$ cat config.mk
export PLATFORM = sky130hd
export DESIGN_NAME = data_mem_arbiter
export DESIGN_NICKNAME = d
export VERILOG_FILES = /design/src/rtl/data_mem_arbiter.sv
export SDC_FILE = /design/constraint.sdc
export NUM_CORES = 1
export LEC_CHECK = 0
export CAP_MARGIN = 10
export CELL_PAD_IN_SITES_DETAIL_PLACEMENT = 1
export CELL_PAD_IN_SITES_GLOBAL_PLACEMENT = 1
export CORE_MARGIN = 2
export CORE_UTILIZATION = 25
export DETAILED_ROUTE_END_ITERATION = 10
export PLACE_DENSITY = 0.95
export RECOVER_POWER = 100
export SLEW_MARGIN = 15
export SYNTH_ARGS = -nofsm -noshare
export SYNTH_HDL_FRONTEND = slang
export SYNTH_SLANG_ARGS = --single-unit
$ cat constraint.sdc
create_clock -name clk -period 5.4 [get_ports clk]
set_input_delay 0.81 -clock clk [delete_from_list [all_inputs] [get_ports clk]]
set_output_delay 0.81 -clock clk [all_outputs]
set_load 0.03 [all_outputs]
$ cat src/rtl/data_mem_arbiter.sv
// Round-robin arbiter sharing one synchronous-read data memory among four cores,
// with bounded lock sequences for read-modify-write.
module data_mem_arbiter #(
  parameter int unsigned NCORES   = 4,
  parameter int unsigned AW       = 8,
  parameter int unsigned DW       = 16,
  parameter int unsigned MAX_LOCK = 8
) (
  input  logic                 clk,
  input  logic                 reset,
  input  logic [NCORES-1:0]    req,
  input  logic [NCORES-1:0]    we,
  input  logic [NCORES-1:0]    lock,
  input  logic [NCORES*AW-1:0] addr,
  input  logic [NCORES*DW-1:0] wdata,
  output logic [NCORES-1:0]    gnt,
  output logic [NCORES-1:0]    rvalid,
  output logic [DW-1:0]        rdata,
  output logic [AW-1:0]        mem_addr,
  output logic                 mem_we,
  output logic [DW-1:0]        mem_wdata,
  input  logic [DW-1:0]        mem_rdata
);

  localparam int unsigned IW = 2;
  localparam int unsigned CW = $clog2(MAX_LOCK + 1);

  logic [IW-1:0]     r_last;
  logic              r_owner_valid;
  logic [IW-1:0]     r_owner;
  logic [CW-1:0]     r_lock_cnt;
  logic [NCORES-1:0] r_rd_pend;
  logic [AW-1:0]     r_addr;

  logic              w_any;
  logic [IW-1:0]     w_win;
  logic [IW-1:0]     w_idx;
  logic [CW-1:0]     w_base;
  logic              w_lock_take;

  // Lock owner wins outright; otherwise scan upward from the core after the last winner.
  always_comb begin
    w_any = 1'b0;
    w_win = '0;
    w_idx = '0;
    if (!reset) begin
      if (r_owner_valid && req[r_owner]) begin
        w_any = 1'b1;
        w_win = r_owner;
      end else begin
        for (int k = 1; k <= int'(NCORES); k++) begin
          w_idx = r_last + IW'(k);
          if (!w_any && req[w_idx]) begin
            w_any = 1'b1;
            w_win = w_idx;
          end
        end
      end
    end
  end

  always_comb begin
    gnt       = w_any ? (NCORES'(1) << w_win) : '0;
    mem_addr  = w_any ? addr[w_win*AW +: AW] : r_addr;
    mem_we    = w_any && we[w_win];
    mem_wdata = w_any ? wdata[w_win*DW +: DW] : '0;
    rvalid    = r_rd_pend & {NCORES{~reset}};
    rdata     = mem_rdata;
  end

  // A winner that is not the current owner starts a fresh lock run.
  always_comb begin
    w_base      = (r_owner_valid && (r_owner == w_win)) ? r_lock_cnt : '0;
    w_lock_take = w_any && lock[w_win] && (w_base < CW'(MAX_LOCK - 1));
  end

  always_ff @(posedge clk) begin
    if (reset) begin
      r_last        <= IW'(NCORES - 1);
      r_owner_valid <= 1'b0;
      r_owner       <= '0;
      r_lock_cnt    <= '0;
      r_rd_pend     <= '0;
      r_addr        <= '0;
    end else begin
      if (w_any) begin
        r_last <= w_win;
        r_addr <= mem_addr;
      end
      if (w_lock_take) begin
        r_owner_valid <= 1'b1;
        r_owner       <= w_win;
        r_lock_cnt    <= w_base + CW'(1);
      end else begin
        r_owner_valid <= 1'b0;
        r_lock_cnt    <= '0;
      end
      r_rd_pend <= gnt & ~we;
    end
  end

endmodule
==> reports/qor.yml <==
worst_setup_path:
  critical_path.endpoint_type: "output pin"
  crit_chain: "dlygate4sd3_1 > mux2i_4 > o22ai_2 > nor2b_1 > or2_2 > nor2_4 > a22oi_1 > a31oi_1 > dlygate4sd3_1"
  reg2regPathDepth: 9
  reg2reg_to: "r_lock_cnt[3]"
  cp_num_buf_inv: 2
  timing.rr.start: "r_owner[0]"
  cp_top_family: "buffers and inverters"
  cp_common_cell: "dlygate4sd3_1"
  crit_fanout: 24
  slowest_stage: "dlygate4sd3_1"
  start_kind: "input pin"
  cp.required_ns: 4.59
  worstPathArrival_ns: 4.37
  rrSetupSlack_ns: 1.96
  critPathKind: "input pin to output pin"
  max_stage_delay_ns: 0.79
detailed_routing:
  drt_wl_total_mm: 8.95
  vias_per_cell: 5.34
  drcViolationCount: 0
  wl_per_cell_um: 18.6
  dr.pass1.iters: 4
  drt-initial-drc-count: 107
  num_vias: 2564
  ant_nets: 0
final_layout:
  fill_cells: 1029
  fin_area_mm2: 0.00360
  finalNonFillerCells: 480
  diodes: 0
  final_common_cell: "clkdlybuf4s50_1"
  nNetsFinal: 500
  final_cell_mix: "clkdlybuf4s50_1 (110), dlygate4sd3_1 (32), mux2i_1 (21), dfxtp_1 (21), nor2_1 (18)"
  drive_gt1_share_pct: 7.26
  area_growth_pct: 61.8
worst_hold_path:
  min_path_type: "flip-flop to flip-flop"
  min_path_cells: 1
  min_to: "r_lock_cnt[3]"
  holdCritStartpoint: "r_lock_cnt[1]"
logic_synthesis:
  synth.distinct_cells: 56
  synth-edff-count: 0
  async_reset_ff_share_pct: 0
  synth_flop_cell: "dfxtp_1"
  yosysWarnings: 0
  synth_area_per_cell_um2: 8.70
  syn_inst: 256
  syn-num-nets: 383
  ys_seq_elements: 21
  synth_area_mm2: 0.00223
  yosysSeqAreaShare_pct: 18.9
floorplan:
  start_util_pct: 25.7
  fp.dieW_um: 98.4
  dieArea_mm2: 0.00968
  placementRows: 34
  io_pins: 175
  die_h_um: 98.4
  core_area_mm2: 0.00868
timing:
  worst_slew_pin_slew_ns: 0.866
  fin_crit_sh_pct: 95.9
  hold_violations: 0
  fin_crit_ns: 5.18
  setup_viol: 0
  fin_setup_tns_ns: 0
  grt_setup_unrepaired: "no"
  max_freq_mhz: 193
  slew_headroom_pct: 42.2
  skew_ns: 0.00412
  maxSlewViolCount: 0
global_routing:
  grt_antenna_before_repair: 0
  grt_pass1_wl_mm: 14.5
  grtUsageTotal_pct: 18.4
  grt_max_degree: 40
  grt_pass1_vias: 2809
  gr-total-overflow: 0
clock_network:
  cts_sinks: 21
  cts_resized: 0
  clockRootBuffer: "clkbuf_8"
  cts_tree: "yes"
  clk_latency_ns: 0.26
  clockBufferDepth: 2
  cts.hold.buffers_added: 0
  cts_setup_buffers: 0
  clk_pin_slew_ns: 0.08
  cts_buffers: 3
  htreeDepth: 1
power_and_ir_drop:
  vdd_drop_max_mv: 0.156
  netSwitchingFraction_pct: 50.8
  pwr-share-comb_pct: 77.7
  power_frac_seq_pct: 15.1
  clkPwrFrac_pct: 7.1
  p_leak_nw: 1.36
  power.density_mw_per_mm2: 412
  p_sw_uw: 756
  p_int_uw: 731
  total_power_mw: 1.49
place:
  gp_congestion: 0.877
  placed_cell_area_mm2: 0.00358
  dp_cells: 476
  io_buffers: 142
  dpl.hpwl_mm: 7.14
run:
  drv_cap: 0
status:
  status: "finished, final reports clean"
area by class of cell:
type,instances,area [um^2],share of cell area [%]
tap,108,135,3.75
timing repair buffer,148,1460,40.6
clock buffer,4,45.0,1.25
sequential,21,420,11.7
multi-input combinational,195,1530,42.3
inverter,4,15.0,0.417
cells by family (layout without fill, tap and decap cells):
family	after synthesis	after routing	synth area share [%]
compound gates	91	91	34.7
fa+ha+maj	1	1	0.561
buf+inv	40	156	12.1
flops	21	21	18.9
mux	31	31	15.0
simple gates	72	72	18.8
worst max path at each step:
| stage | from | to | slack, ns | cells after the start |
|---|---|---|---|---|
| global route | req[3] | mem_addr[4] | 0.06 | 9 |
| finish | req[1] | mem_addr[6] | 0.22 | 9 |
| global placement | req[3] | mem_addr[6] | 0.42 | 9 |
| detailed placement | req[3] | mem_addr[6] | 0.24 | 9 |
| floorplan | req[3] | mem_wdata[10] | 1.77 | 8 |
| CTS | req[3] | mem_addr[6] | 0.23 | 9 |
Yosys cell counts, drive strengths merged (2+ instances only):
cell type	count	area share, %
a21oi	4	1.1
a22o	17	6.7
a22oi	8	3.4
a311oi	9	3.5
a31oi	8	2.2
buf	26	9.7
clkbuf	10	1.7
dfxtp	21	19
inv	4	0.67
mux2	9	4.5
mux2i	22	10
nand2	15	2.5
nand2b	4	1.1
nor2	20	3.7
nor2b	11	3.1
nor3	5	1.6
nor3b	2	0.67
nor4	7	3.3
nor4b	2	0.79
o211ai	2	0.67
o21a	4	1.3
o21ai	6	1.3
o22ai	2	0.84
o2bb2a	2	0.90
o2bb2ai	17	6.7
or2	2	0.56
flip-flops by register name, summed over array words and instances (netlist names):
| register | cells |
|---|---|
| r_addr | 8 |
| r_lock_cnt | 4 |
| r_rd_pend | 4 |
| r_last | 2 |
| r_owner | 2 |
| r_owner_valid | 1 |
through the flow:
stage | setup slack (ns) | utilization [%] | hold WS (ns)
floorplan | 1.77 | - | 0.447
global placement | 0.415 | 41.3 | 0.462
detailed placement | 0.242 | 41.3 | 0.485
CTS | 0.233 | 41.8 | 0.489
global route | 0.0602 | 41.5 | 0.520
finish | 0.222 | 41.5 | 0.500
routing by layer:
metal | share of wire [%] | GRT usage [%] | wire length [um]
met5 | 0 | 0 | 0
met3 | 7.4 | 4.47 | 658
met2 | 51 | 34.4 | 4580
met1 | 40 | 21.4 | 3610
met4 | 1.1 | 3.27 | 95
power groups by stage:
stage               Sequential, mW  Clock (mW)  Combinational [mW]
finish                       0.225       0.106                1.16
global route                 0.230       0.116                1.24
CTS                          0.225       0.109                1.21
detailed placement           0.228           0                1.21
global placement             0.225           0                1.18
floorplan                    0.206           0               0.878
Note: power is estimated with default switching activity, not from simulation.
